`config.mk`:
```
export PLATFORM = sky130hd
export DESIGN_NAME = pcgen
export DESIGN_NICKNAME = d
export VERILOG_FILES = /design/src/rtl/offnariscv_pkg.sv /design/src/rtl/axis_if.sv /design/src/rtl/pcgen_core.sv /design/src/rtl/pcgen_inflight_ctr.sv /design/src/rtl/pcgen.sv
export SDC_FILE = /design/constraint.sdc
export NUM_CORES = 1
export LEC_CHECK = 0
export CORE_MARGIN = 2
export CORE_UTILIZATION = 30
export CTS_BUF_LIST = sky130_fd_sc_hd__clkbuf_16
export DETAILED_ROUTE_END_ITERATION = 8
export GPL_TIMING_DRIVEN = 0
export SLEW_MARGIN = 20
export SYNTH_ARGS = -nofsm -noshare
export SYNTH_HDL_FRONTEND = slang
export SYNTH_SLANG_ARGS = --single-unit
```
`constraint.sdc`:
```
create_clock -name clk -period 2.1 [get_ports clk]
set_clock_uncertainty 0.1 [all_clocks]
set_input_delay 0.21 -clock clk [delete_from_list [all_inputs] [get_ports clk]]
set_output_delay 0.21 -clock clk [all_outputs]
set_load 0.005 [all_outputs]
```
`src/rtl/offnariscv_pkg.sv`:
```
// Shared types and constants for the offnariscv front end.
package offnariscv_pkg;

  localparam int XLEN = 32;

  localparam logic [XLEN-1:0] PCGEN_RESET_VECTOR = 32'h8000_0000;

  typedef enum logic [1:0] {
    BOOT  = 2'd0,
    RUN   = 2'd1,
    FLUSH = 2'd2
  } pcgen_state_e;

endpackage

```
`src/rtl/axis_if.sv`:
```
// Minimal AXI-Stream channel: source drives tdata/tvalid, sink drives tready.
interface axis_if #(
  parameter int W = 32
);
  // A beat transfers on a rising edge where tvalid and tready are both high;
  // once raised, tvalid holds with stable tdata until the transfer.
  logic [W-1:0] tdata;
  logic         tvalid;
  logic         tready;

  modport source (output tdata, output tvalid, input tready);
  modport sink   (input tdata, input tvalid, output tready);
endinterface

```
`src/rtl/pcgen_core.sv`:
```
// Fetch-address sequencer: issues PCs, tracks returns, flushes on redirect.
module pcgen_core
  import offnariscv_pkg::*;
#(
  parameter logic [XLEN-1:0] RESET_VECTOR = PCGEN_RESET_VECTOR,
  parameter int              MAX_INFLIGHT = 2
) (
  input  logic            clk,
  input  logic            rst,
  axis_if.source          next_pc_axis_if,
  axis_if.sink            current_pc_axis_if,
  input  logic            redirect_valid,
  input  logic [XLEN-1:0] redirect_pc,
  output logic            invalidate
);

  localparam int CW = $clog2(MAX_INFLIGHT + 1);

  pcgen_state_e    state_q, state_d;
  logic [XLEN-1:0] pc_q, pc_d;
  logic            invalidate_d;
  logic [CW-1:0]   inflight;
  logic            below_max, inflight_empty;
  logic            issue, ret;

  assign next_pc_axis_if.tvalid   = (state_q == RUN) && below_max;
  assign next_pc_axis_if.tdata    = pc_q;
  assign current_pc_axis_if.tready = (state_q != BOOT);

  assign issue = next_pc_axis_if.tvalid && next_pc_axis_if.tready;
  assign ret   = current_pc_axis_if.tvalid && current_pc_axis_if.tready;

  pcgen_inflight_ctr #(.MAX(MAX_INFLIGHT), .W(CW)) u_inflight (
    .clk       (clk),
    .rst       (rst),
    .inc       (issue),
    .dec       (ret),
    .count     (inflight),
    .below_max (below_max),
    .empty     (inflight_empty)
  );

  always_ff @(posedge clk) begin
    if (!rst) begin
      state_q    <= BOOT;
      pc_q       <= RESET_VECTOR;
      invalidate <= 1'b0;
    end else begin
      state_q    <= state_d;
      pc_q       <= pc_d;
      invalidate <= invalidate_d;
    end
  end

  always_comb begin
    state_d      = state_q;
    pc_d         = pc_q;
    invalidate_d = 1'b0;
    case (state_q)
      BOOT: state_d = RUN;
      RUN, FLUSH: begin
        // Redirect wins over sequential advance; a beat issued alongside it is stale.
        if (redirect_valid) begin
          pc_d         = {redirect_pc[XLEN-1:2], 2'b00};
          invalidate_d = 1'b1;
          state_d      = FLUSH;
        end else if (state_q == RUN) begin
          if (issue) pc_d = pc_q + XLEN'(4);
        end else if (inflight_empty) begin
          state_d = RUN;
        end
      end
      default: state_d = BOOT;
    endcase
  end

  // In RUN every outstanding beat is sequential, so the oldest is pc - 4*inflight.
  always @(posedge clk) begin
    if (rst && state_q == RUN && ret) begin
      assert (current_pc_axis_if.tdata == pc_q - (XLEN'(inflight) << 2));
    end
  end

endmodule

```
`src/rtl/pcgen_inflight_ctr.sv`:
```
// Saturating up/down counter of fetches in flight, with a compare against the limit.
module pcgen_inflight_ctr #(
  parameter int MAX = 2,
  parameter int W   = $clog2(MAX + 1)
) (
  input  logic         clk,
  input  logic         rst,
  input  logic         inc,
  input  logic         dec,
  output logic [W-1:0] count,
  output logic         below_max,
  output logic         empty
);

  always_ff @(posedge clk) begin
    if (!rst) begin
      count <= '0;
    end else if (inc && !dec) begin
      count <= count + W'(1);
    end else if (dec && !inc && count != '0) begin
      count <= count - W'(1);
    end
  end

  assign below_max = (count < W'(MAX));
  assign empty     = (count == '0);

  // A return with nothing outstanding means the IFU broke the protocol.
  always @(posedge clk) begin
    if (rst) begin
      assert (!(dec && !inc && count == '0));
    end
  end

endmodule

```
`src/rtl/pcgen.sv`:
```
// Program counter generator top: flat AXI-Stream ports bound onto axis_if channels.
module pcgen
  import offnariscv_pkg::*;
#(
  parameter logic [XLEN-1:0] RESET_VECTOR = PCGEN_RESET_VECTOR,
  parameter int              MAX_INFLIGHT = 2
) (
  input  logic            clk,
  input  logic            rst,
  output logic [XLEN-1:0] next_pc_tdata,
  output logic            next_pc_tvalid,
  input  logic            next_pc_tready,
  input  logic [XLEN-1:0] current_pc_tdata,
  input  logic            current_pc_tvalid,
  output logic            current_pc_tready,
  input  logic            redirect_valid,
  input  logic [XLEN-1:0] redirect_pc,
  output logic            invalidate
);

  axis_if #(.W(XLEN)) next_pc_axis_if ();
  axis_if #(.W(XLEN)) current_pc_axis_if ();

  assign next_pc_tdata             = next_pc_axis_if.tdata;
  assign next_pc_tvalid            = next_pc_axis_if.tvalid;
  assign next_pc_axis_if.tready    = next_pc_tready;
  assign current_pc_axis_if.tdata  = current_pc_tdata;
  assign current_pc_axis_if.tvalid = current_pc_tvalid;
  assign current_pc_tready         = current_pc_axis_if.tready;

  pcgen_core #(.RESET_VECTOR(RESET_VECTOR), .MAX_INFLIGHT(MAX_INFLIGHT)) u_core (
    .clk                (clk),
    .rst                (rst),
    .next_pc_axis_if    (next_pc_axis_if),
    .current_pc_axis_if (current_pc_axis_if),
    .redirect_valid     (redirect_valid),
    .redirect_pc        (redirect_pc),
    .invalidate         (invalidate)
  );

endmodule

```
==> results of run 1 <==
## cells by family after synthesis
| family | after synthesis | synth area share |
|---|---|---|
| simple gates | 145 | 0.3352 |
| mux | 2 | 0.008999 |
| buf+inv | 27 | 0.05286 |
| fa+ha+maj | 4 | 0.02250 |
| flops | 35 | 0.3150 |
| compound gates | 92 | 0.2638 |
| other cells | 1 | 0.001686 |
## cells in the final DEF (no fill, tap or decap), types with 3 or more instances in the layout
master and instances:
clkdlybuf4s50_1 66, a21oi_1 28, dfxtp_2 8, buf_6 3, a211oi_1 3, o31a_1 3, clkbuf_16 5, dfxtp_1 22
clkbuf_2 3, and3_1 12, o211ai_1 5, nand2_1 39, nor3_1 8, o31ai_1 3, nand3_1 17, nand4_1 11
nor4_1 4, clkbuf_1 8, inv_1 7, buf_4 19, a31oi_1 6, nor2_1 23, dfxtp_4 5, or3_1 3
a22oi_1 5, ha_4 3, o21ai_0 18
## layout make-up
class	count	area [sq um]	share of cell area
Clock inverter	3	12.51	0.003592
Tap cell	99	123.9	0.03556
Buffer	18	101.3	0.02909
Inverter	7	26.28	0.007543
Sequential cell	35	729.5	0.2094
Clock buffer	5	125.1	0.03592
Multi-Input combinational cell	245	1541	0.4425
Timing Repair Buffer	86	823.3	0.2364
## critical path: cells and delay by family, from the launching register on
kind	cells	cell delay (ns)
DFF	1	0.33
AOI/OAI and AO/OA	3	0.52
adders and majority gates	1	0.15
buffers and inverters	1	0.11
and+or+nand+nor	2	0.79
## synthesized netlist by cell type, types with 4 or more instances
master	count	area, sq um
a21oi_1	28	140.1
nand4_1	11	68.82
o211ai_1	5	37.54
nand2_1	40	150.1
a22oi_1	5	37.54
nor2_1	24	90.09
nor3_1	8	40.04
or3_1	4	25.02
nor4_1	7	43.79
clkbuf_1	15	56.30
and3_1	12	75.07
dfxtp_1	35	700.7
o21ai_0	18	90.09
ha_1	4	50.05
a31oi_1	6	37.54
inv_1	6	22.52
nand3_1	19	95.09
## metrics by stage
stage          setup WS, ns  cell area [sq um]
3_5_place_dp        -0.6528               3052
6_report            0.01984               3483
5_1_grt            -0.03683               3483
2_1_floorplan       0.01762               2257
3_3_place_gp        -0.6297               3052
4_1_cts            -0.04797               3332
## worst max-delay path by stage
stage	from	to	slack, ns	cells past startpoint
2_1_floorplan	u_core.next_pc_axis_if.tdata[3]	u_core.next_pc_axis_if.tdata[26]	0.02	7
3_3_place_gp	next_pc_tready	u_core.next_pc_axis_if.tdata[28]	-0.63	8
3_5_place_dp	next_pc_tready	u_core.next_pc_axis_if.tdata[28]	-0.65	8
4_1_cts	u_core.next_pc_axis_if.tdata[2]	u_core.next_pc_axis_if.tdata[26]	-0.05	7
5_1_grt	u_core.state_q[1]	u_core.next_pc_axis_if.tdata[22]	-0.04	7
6_report	u_core.state_q[1]	u_core.next_pc_axis_if.tdata[22]	0.02	7
## metal layers
metal	vias up	global-route usage	wire length [um]
li1	1331	-	-
met1	1364	0.2743	3851
met2	98	0.3459	4163
met3	6	0.03688	490
met4	0	0.04744	80
met5	-	0	0
## flip-flops by register name, summed over array words and instances (netlist names)
register                      cells
u_core.invalidate                 1
u_core.next_pc_axis_if.tdata     30
u_core.state_q                    2
u_core.u_inflight.count           2
## what timing repair did
| action | 4_1_cts | 5_1_grt |
|---|---|---|
| gates resized for setup | 25 | 29 |
| buffers inserted | 9 | 10 |
| pin swaps | 7 | 9 |
| endpoints found under the setup margin | 28 | 16 |
## report_power, final
group,switching [mW],leakage [nW],total [mW],internal [mW]
Sequential,0.163,0.293,0.932,0.769
Combinational,0.444,0.858,0.933,0.489
Clock,0.286,0.0762,0.715,0.429
==> impl_results.md, run 1 <==
* Status: complete, no violations
* Period utilization at 0.9906
* Placed cells at 473
* Hold_buf cts at 0
* Slew @ Worst Pin at 0.6268 ns
* Worst Hold Endpoint: u_core.next_pc_axis_if.tdata[10]
* Area grow syn2layout at 56.58%
* RSZ-0062 raised after global routing: yes
* Max-Cap Viols at 0
* TritonCTS clock tree: done
* Clock Pin Slew Worst Setup and Hold Paths at 0.06 ns
* Die ar. at 8120 sq um
* DIE WIDTH at 90.11 um
* Slew Viols, Final at 0
* Largest net degree at the start of global routing at 11
* R2r endpoint: u_core.next_pc_axis_if.tdata[22]
* Worst Hold Launch: u_core.next_pc_axis_if.tdata[10]
* Hold Vio Cnt, Final at 0
* Hold Crit Class: flop to flop
* NumNets Final at 471
* Leak at 1.227 nW
* Cell count after synthesis at 306
* Tightest hold margin at 0.4080 ns
* Share of synthesized registers carrying an async set or reset at 0
* Slowest stage cell, crit path: or4_4
* Drt first pass iters at 4
* Element type at the critical path start: flop
* Clk sinks at 35
* Pwr Total at 2.580 mW
* Final wirelength at 8.586 mm
* Port Buffers at 67
* Hold path cells at 2
* Yosys reg bits at 35
* Peak supply drop at 0.0004501 V
* Clk buf depth at 2
* Synth unique cells at 55
* DRC Markers at 0
* Sequential-to-total area share from yosys stat at 0.3150
* TNS Setup at 0 ns
* YS warnings at 0
* H-tree depth at 2
* Worst EP arrival at 2.19 ns
* R2R setup slack at 0.02 ns
* Max incr delay on CP at 0.55 ns
* Peak Freq at 480.7 MHz
* Worst slew margin at 0.5821
* CP max FO at 5
* Syn Area/Cell at 7.270 sq um
* Final setup viols at 0
* Clk_lat worst skew at 0.28 ns
* Final core occ at 0.4828
* Antenna-violating nets left at 0
* FF-to-FF path depth at 7
* Final Non-Filler Cells at 498
* Post-DP HPWL at 5.824 mm
* Antenna cells at 0
* Die H at 90.11 um
* Root Driver: clkbuf_16
* RePlAce Congestion at 0.9341
* GRT Total Usage at 0.2057
* Share of cells above drive strength 1 at 0.1855
* Via density at 5.620
* Fillcell total at 751
* Crit end category: flop
* Post-synth EDFFs at 0
* CTS Buf Count at 5
* Synth Flop Type: dfxtp_1
* Synthesized area at 2225 sq um
* First-pass GRT wire length at 13.55 mm
* Io pins at 104
* Crit-path cells: inv_2 -> ha_4 -> and3b_2 -> o21ai_4 -> or4_4 -> o31a_1 -> a21oi_1
* R2r startpoint: u_core.state_q[1]
* FP Rows at 31
* Cell area power density at 740.7 nW/um^2
* Crit path time final at 2.080 ns
* Antenna violations before repair at 0
* Critical path class: flop to flop
* Crit path required time at 2.21 ns
* Wire per inst at 17.24 um
* Initial DRC count at 200
* GRT overflow at 0
* Core footprint at 7214 sq um
* Starting Density at 0.3084
* Total number of vias at 2799
* Vias in the first global route at 2596
No activity file was read; power rests on OpenSTA's default activity.
==> run 2: changes to the inputs <==
--- a/config.mk
+++ b/config.mk
@@ -6,10 +6,11 @@
 export NUM_CORES = 1
 export LEC_CHECK = 0
 export CORE_MARGIN = 2
-export CORE_UTILIZATION = 30
+export CORE_UTILIZATION = 37
 export CTS_BUF_LIST = sky130_fd_sc_hd__clkbuf_16
 export DETAILED_ROUTE_END_ITERATION = 8
 export GPL_TIMING_DRIVEN = 0
+export PLACE_DENSITY = 0.76
 export SLEW_MARGIN = 20
 export SYNTH_ARGS = -nofsm -noshare
 export SYNTH_HDL_FRONTEND = slang
==> run 2 against run 1 <==
  * Sequential share of layout area rose by 0.29 points
  * Combinational power shrank 0.9%
  * First-iteration DRC count up 39%
  * Critical path depth fell by 1
  * Sequential cell count is the same
  * Cell count decreased by 5.2%
  * Largest power group unchanged
==> impl_results.md, run 2 (synthesized netlist as in run 1, its figures left out) <==
* H-tree depth at 2 (unchanged)
* Pre-CTS setup slack at -0.6224 ns (was -0.6528 ns)
* FF-to-FF path depth at 6 (was 7)
* GRT overflow at 0 (unchanged)
* Hold_buf cts at 0 (unchanged)
* Via density at 5.953 (was 5.620)
* Die H at 81.54 um (was 90.11 um)
* Clk sinks at 35 (unchanged)
* Initial DRC count at 277 (was 200)
* Slew Viols, Final at 0 (unchanged)
* Leak at 1.197 nW (was 1.227 nW)
* Placement-stage cell area at 3022 sq um (was 3052 sq um)
* Cell mode on critical path: nand4_1
* R2R setup slack at 0.04 ns (was 0.02 ns)
* Die ar. at 6649 sq um (was 8120 sq um)
* FP Rows at 28 (was 31)
* Peak supply drop at 0.0003813 V (was 0.0004501 V)
* RePlAce Congestion at 0.9360 (was 0.9341)
* Final Cell Area at 3406 sq um (was 3483 sq um)
* Crit end category: flop (unchanged)
* CTS Buf Count at 5 (unchanged)
* Total number of vias at 2810 (was 2799)
* Largest net degree at the start of global routing at 12 (was 11)
* Core footprint at 5851 sq um (was 7214 sq um)
* R2r startpoint: u_core.next_pc_axis_if.tdata[2] (was u_core.state_q[1])
* Fillcell total at 528 (was 751)
* Peak Freq at 485.8 MHz (was 480.7 MHz)
* Max incr delay on CP at 0.50 ns (was 0.55 ns)
* Worst slew margin at 0.5984 (was 0.5821)
* Area grow syn2layout at 53.09% (was 56.58%)
* Drt first pass iters at 6 (was 4)
* Post-DP HPWL at 5.439 mm (was 5.824 mm)
* Worst Hold Endpoint: u_core.next_pc_axis_if.tdata[10] (unchanged)
* Area of the multi-input gates at 1520 sq um (was 1541 sq um)
* Critical path class: flop to flop (unchanged)
* Commonest non-fill, non-tap cell in the layout: clkdlybuf4s50_1 (unchanged)
* Hold Vio Cnt, Final at 0 (unchanged)
* Crit path time final at 2.058 ns (was 2.080 ns)
* Clk_lat worst skew at 0.28 ns (about the same)
* M3 GR Usage at 0.04396 (was 0.03688)
* Share of cells above drive strength 1 at 0.1713 (was 0.1855)
* RSZ-0062 raised after global routing: yes (unchanged)
* Crit-path cells: buf_6 -> nand4_1 -> nor4_4 -> nand4_1 -> or4_1 -> and3_1 (was inv_2 -> ha_4 -> and3b_2 -> o21ai_4 -> or4_4 -> o31a_1 -> a21oi_1)
* CP max FO at 6 (was 5)
* Max-Cap Viols at 0 (unchanged)
* TritonCTS clock tree: done (unchanged)
* Antenna violations before repair at 0 (unchanged)
* Vias in the first global route at 2500 (was 2596)
* Worst Hold Launch: u_core.next_pc_axis_if.tdata[10] (unchanged)
* R2r endpoint: u_core.next_pc_axis_if.tdata[31] (was u_core.next_pc_axis_if.tdata[22])
* DRC Markers at 0 (unchanged)
* Port Buffers at 67 (unchanged)
* DIE WIDTH at 81.54 um (was 90.11 um)
* Clock Pin Slew Worst Setup and Hold Paths at 0.06 ns (about the same)
* Final wirelength at 8.000 mm (was 8.586 mm)
* Worst EP arrival at 2.13 ns (was 2.19 ns)
* Commonest cells after routing, fill and taps aside: clkdlybuf4s50_1, nand2_1, a21oi_1 (unchanged)
* Cell area power density at 748.6 nW/um^2 (was 740.7 nW/um^2)
* Slowest stage cell, crit path: or4_1 (was or4_4)
* Final setup viols at 0 (unchanged)
* NumNets Final at 469 (was 471)
* Period utilization at 0.9801 (was 0.9906)
* Status: complete, no violations (unchanged)
* Hold path cells at 2 (unchanged)
* Starting Density at 0.3802 (was 0.3084)
* Post-route worst setup slack at 0.04170 ns (was 0.01984 ns)
* Max FFs per register at 30 (unchanged)
* Antenna-violating nets left at 0 (unchanged)
* First-pass GRT wire length at 12.36 mm (was 13.55 mm)
* Io pins at 104 (unchanged)
* Clk buf depth at 2 (unchanged)
* Register Area at 723.2 sq um (was 729.5 sq um)
* Root Driver: clkbuf_16 (unchanged)
* Wire per inst at 16.95 um (was 17.24 um)
* Met1 Use GR at 0.3223 (was 0.2743)
* Met2 Use GR at 0.3885 (was 0.3459)
* Slew @ Worst Pin at 0.6024 ns (was 0.6268 ns)
* Antenna cells at 0 (unchanged)
* Element type at the critical path start: flop (unchanged)
* Top Usage Layer GRT: met2 (unchanged)
* Hold Crit Class: flop to flop (unchanged)
* Crit path required time at 2.17 ns (was 2.21 ns)
* GRT Total Usage at 0.2415 (was 0.2057)
==> run 2: cell types whose count changed in the layout (fill, tap and decap cells not counted), moves of 2 or more <==
cell	before	now
dfxtp_2	8	12
buf_4	19	15
buf_6	3	5
dfxtp_4	5	2
==> run 2: how the worst max path moves through the flow <==
| stage | startpoint | end | slack, ns |
|---|---|---|---|
| 2_1_floorplan | u_core.next_pc_axis_if.tdata[3] | u_core.next_pc_axis_if.tdata[26] | 0.02 |
| 3_3_place_gp | next_pc_tready | u_core.next_pc_axis_if.tdata[28] | -0.56 |
| 3_5_place_dp | next_pc_tready | u_core.next_pc_axis_if.tdata[28] | -0.62 |
| 4_1_cts | u_core.next_pc_axis_if.tdata[10] | u_core.next_pc_axis_if.tdata[28] | 0.007 |
| 5_1_grt | u_core.next_pc_axis_if.tdata[3] | u_core.next_pc_axis_if.tdata[31] | -0.1 |
| 6_report | u_core.next_pc_axis_if.tdata[2] | u_core.next_pc_axis_if.tdata[31] | 0.04 |
==> run 2: cell type report <==
cell class	instances	area share
tap	75	0.02755
inverter	7	0.007715
multi-input combinational	245	0.4464
clock inverter	3	0.003674
clock buffer	5	0.03674
buffer	20	0.03343
timing repair buffer	82	0.2322
sequential	35	0.2123
==> run 2: repair_timing <==
| action | in CTS | in global routing |
|---|---|---|
| cloned | 0 | 0 |
| endpoints found under the setup margin | 27 | 22 |
| buffers inserted | 8 | 7 |
| gates resized for setup | 23 | 26 |
| pin swaps | 8 | 9 |
==> run 2: per-layer routing <==
| layer | share of wire | wire [um] | up-vias |
|---|---|---|---|
| li1 | - | - | 1332 |
| met1 | 0.43 | 3434 | 1311 |
| met2 | 0.47 | 3740 | 146 |
| met3 | 0.081 | 650 | 21 |
| met4 | 0.022 | 175 | 0 |
| met5 | 0 | 0 | - |
==> run 2: worst max-delay path, delay by kind of cell, from the launching register on <==
kind	cells	cell delay, ns
flip-flops	1	0.37
AND/OR/NAND/NOR	5	1.36
buffers and inverters	1	0.12
==> run 2: power breakdown <==
| group | total, mW | switching (mW) | internal, mW |
|---|---|---|---|
| sequential | 0.919 | 0.148 | 0.771 |
| clock | 0.706 | 0.277 | 0.429 |
| combinational | 0.925 | 0.439 | 0.486 |
==> run 2: through the flow <==
stage                     TNS, ns  total power, mW    util  hold slack (ns)  instances
final                           0            2.550  0.5821           0.3954        472
after global routing      -0.1127            2.676  0.5821           0.4364        472
after CTS                       0            2.476  0.5629           0.4276        465
after detailed placement   -11.18            1.717  0.5165           0.4093        449
after global placement     -10.04            1.700  0.5165           0.4045        449
after floorplan                 0            1.312       -           0.2609        307
==> run 3: changes to the inputs <==
--- a/config.mk
+++ b/config.mk
@@ -5,7 +5,7 @@
 export SDC_FILE = /design/constraint.sdc
 export NUM_CORES = 1
 export LEC_CHECK = 0
-export CORE_MARGIN = 2
+export CORE_MARGIN = 5
 export CORE_UTILIZATION = 37
 export CTS_BUF_LIST = sky130_fd_sc_hd__clkbuf_16
 export DETAILED_ROUTE_END_ITERATION = 8
==> run 3 against run 2 <==
  * Sequential share of layout area up 0.24 points
  * Sequential cell count unchanged
  * Power down 0.91%
  * Clock-buffer cell count unchanged
  * Setup slack worse by 0.0079 ns
  * Die area up 15%
  * Register-to-register slack about the same
==> impl_results.md, run 3 (synthesized netlist as in run 1, its figures left out) <==
* Drt first pass iters at 5 (was 6)
* Vias in the first global route at 2683 (was 2500)
* Placed cells at 449 (unchanged)
* Slew @ Worst Pin at 0.5839 ns (was 0.6024 ns)
* Final Non-Filler Cells at 468 (was 472)
* Hold_buf cts at 0 (unchanged)
* Hold Crit Class: flop to flop (unchanged)
* Antenna cells at 0 (unchanged)
* Crit-path cells: inv_2 -> ha_4 -> and3b_2 -> o21ai_4 -> or4_4 -> o31a_1 -> a21oi_1 (was buf_6 -> nand4_1 -> nor4_4 -> nand4_1 -> or4_1 -> and3_1)
* Commonest non-fill, non-tap cell in the layout: clkdlybuf4s50_1 (unchanged)
* Slowest stage cell, crit path: or4_4 (was or4_1)
* CTS Buf Count at 5 (unchanged)
* RSZ-0062 raised after global routing: yes (unchanged)
* Peak Freq at 484.0 MHz (was 485.8 MHz)
* Clock Pin Slew Worst Setup and Hold Paths at 0.06 ns (about the same)
* Clk buf depth at 2 (unchanged)
* Total number of vias at 2841 (was 2810)
* DIE WIDTH at 87.54 um (was 81.54 um)
* Final Cell Area at 3362 sq um (was 3406 sq um)
* Area grow syn2layout at 51.12% (was 53.09%)
* Port Buffers at 67 (unchanged)
* Clk_lat worst skew at 0.28 ns (about the same)
* Critical Path Source: u_core.state_q[1] (was u_core.next_pc_axis_if.tdata[2])
* Clk network pwr share at 0.280 (was 0.277)
* Final setup viols at 0 (unchanged)
* Post-DP HPWL at 5.568 mm (was 5.439 mm)
* Largest delay contributor family on the critical path: simple AND/OR/NAND/NOR gates (unchanged)
* Hold Vio Cnt, Final at 0 (unchanged)
* Share of cells above drive strength 1 at 0.1603 (was 0.1713)
* Max-Cap Viols at 0 (unchanged)
* Worst slew margin at 0.6107 (was 0.5984)
* Io pins at 104 (unchanged)
* R2R setup slack at 0.03 ns (was 0.04 ns)
* First-pass GRT wire length at 12.82 mm (was 12.36 mm)
* Part of the power in registers at 0.363 (was 0.360)
* Core footprint at 5886 sq um (was 5851 sq um)
* Max FFs per register at 30 (unchanged)
* Via density at 6.071 (was 5.953)
* Slew Viols, Final at 0 (unchanged)
* GRT overflow at 0 (unchanged)
* Sw Share at 0.3420 (was 0.3388)
* Wire per inst at 17.38 um (was 16.95 um)
* Status: complete, no violations (unchanged)
* Crit path time final at 2.066 ns (was 2.058 ns)
* Final core occ at 0.5712 (was 0.5821)
* Largest net degree at the start of global routing at 11 (was 12)
* Initial DRC count at 465 (was 277)
* GRT Total Usage at 0.2123 (was 0.2415)
* Period utilization at 0.9839 (was 0.9801)
* Final wirelength at 8.135 mm (was 8.000 mm)
* TNS Setup at 0 ns (unchanged)
* FP Rows at 28 (unchanged)
* Max incr delay on CP at 0.56 ns (was 0.50 ns)
* Root Driver: clkbuf_16 (unchanged)
* Element type at the critical path start: flop (unchanged)
* Net switching power at 0.8640 mW (was 0.8637 mW)
* Crit end category: flop (unchanged)
* H-tree depth at 2 (unchanged)
* Int Power at 1.662 mW (was 1.686 mW)
* Worst EP arrival at 2.18 ns (was 2.13 ns)
* Commonest cells after routing, fill and taps aside: clkdlybuf4s50_1, nand2_1, a21oi_1 (unchanged)
* Antenna violations before repair at 0 (unchanged)
* Tightest hold margin at 0.4009 ns (was 0.3954 ns)
* Die ar. at 7663 sq um (was 6649 sq um)
* Cell area power density at 751.5 nW/um^2 (was 748.6 nW/um^2)
* Placement-stage cell area at 3022 sq um (unchanged)
* TritonCTS clock tree: done (unchanged)
* CP max FO at 5 (was 6)
* Critical path class: flop to flop (unchanged)
* DRC Markers at 0 (unchanged)
* Clk sinks at 35 (unchanged)
* RePlAce Congestion at 0.9101 (was 0.9360)
* R2r startpoint: u_core.state_q[1] (was u_core.next_pc_axis_if.tdata[2])
* Crit path required time at 2.21 ns (was 2.17 ns)
* Fillcell total at 559 (was 528)
* Antenna-violating nets left at 0 (unchanged)
* Worst Hold Launch: u_core.next_pc_axis_if.tdata[10] (unchanged)
* NumNets Final at 465 (was 469)
* Comb pwr share at 0.356 (was 0.363)
* Die H at 87.54 um (was 81.54 um)
* Leak at 1.171 nW (was 1.197 nW)
* Buf/Inv on CP at 1 (unchanged)
* Peak supply drop at 0.0003235 V (was 0.0003813 V)
* Starting Density at 0.3780 (was 0.3802)
-- run 3: cell types whose count changed in the layout (fill, tap and decap cells not counted), sizes merged --
cell and change:
clkbuf +2, buf -6
-- run 3: final timing paths --
path | depth (start not counted) | endpoint
setup / recovery | 7 | u_core.next_pc_axis_if.tdata[22]
hold / removal | 2 | u_core.next_pc_axis_if.tdata[10]
setup reg to reg | 7 | u_core.next_pc_axis_if.tdata[22]
hold reg to reg | 2 | u_core.next_pc_axis_if.tdata[10]
-- run 3: power by group through the flow --
stage	clock, mW	sequential [mW]	combinational, mW
after floorplan	0	0.901	0.411
after global placement	0	0.924	0.779
after detailed placement	0	0.927	0.793
after CTS	0.710	0.908	0.872
after global routing	0.754	0.934	0.975
final	0.708	0.918	0.900
-- run 3: timing repair --
action	4_1_cts	5_1_grt
pin swaps	7	3
setup buffers	9	2
gates resized for setup	21	25
setup endpoints to repair	26	24
endpoints found under the hold margin	0	0
-- run 3: per-layer routing --
| layer | GRT usage | up-vias | part of all wire |
|---|---|---|---|
| met5 | 0 | - | 0 |
| met1 | 0.2720 | 1300 | 0.41 |
| met3 | 0.04798 | 27 | 0.10 |
| li1 | - | 1320 | - |
| met4 | 0.08508 | 0 | 0.023 |
| met2 | 0.3452 | 194 | 0.47 |
-- run 3: worst reg2reg max path: cells and delay by family, from the launching register on --
| kind | cells | cell delay, ns |
|---|---|---|
| flops | 1 | 0.33 |
| buf+inv | 1 | 0.10 |
| compound gates | 3 | 0.52 |
| fa+ha+maj | 1 | 0.15 |
| simple gates | 2 | 0.80 |
-- run 3: through the flow --
stage	total power, mW	setup slack [ns]
floorplan	1.312	0.01762
global placement	1.703	-0.5659
detailed placement	1.720	-0.5344
CTS	2.491	-0.01354
global route	2.663	-0.04539
finish	2.526	0.03381
-- run 3: area by class of cell --
| type | count | area [sq um] | area share |
|---|---|---|---|
| timing repair buffer | 78 | 753.2 | 0.2240 |
| multi-input combinational | 245 | 1516 | 0.4511 |
| inverter | 7 | 26.28 | 0.007815 |
| tap | 75 | 93.84 | 0.02791 |
| sequential | 35 | 721.9 | 0.2147 |
| buffer | 20 | 113.9 | 0.03387 |
| clock inverter | 3 | 11.26 | 0.003349 |
| clock buffer | 5 | 125.1 | 0.03722 |
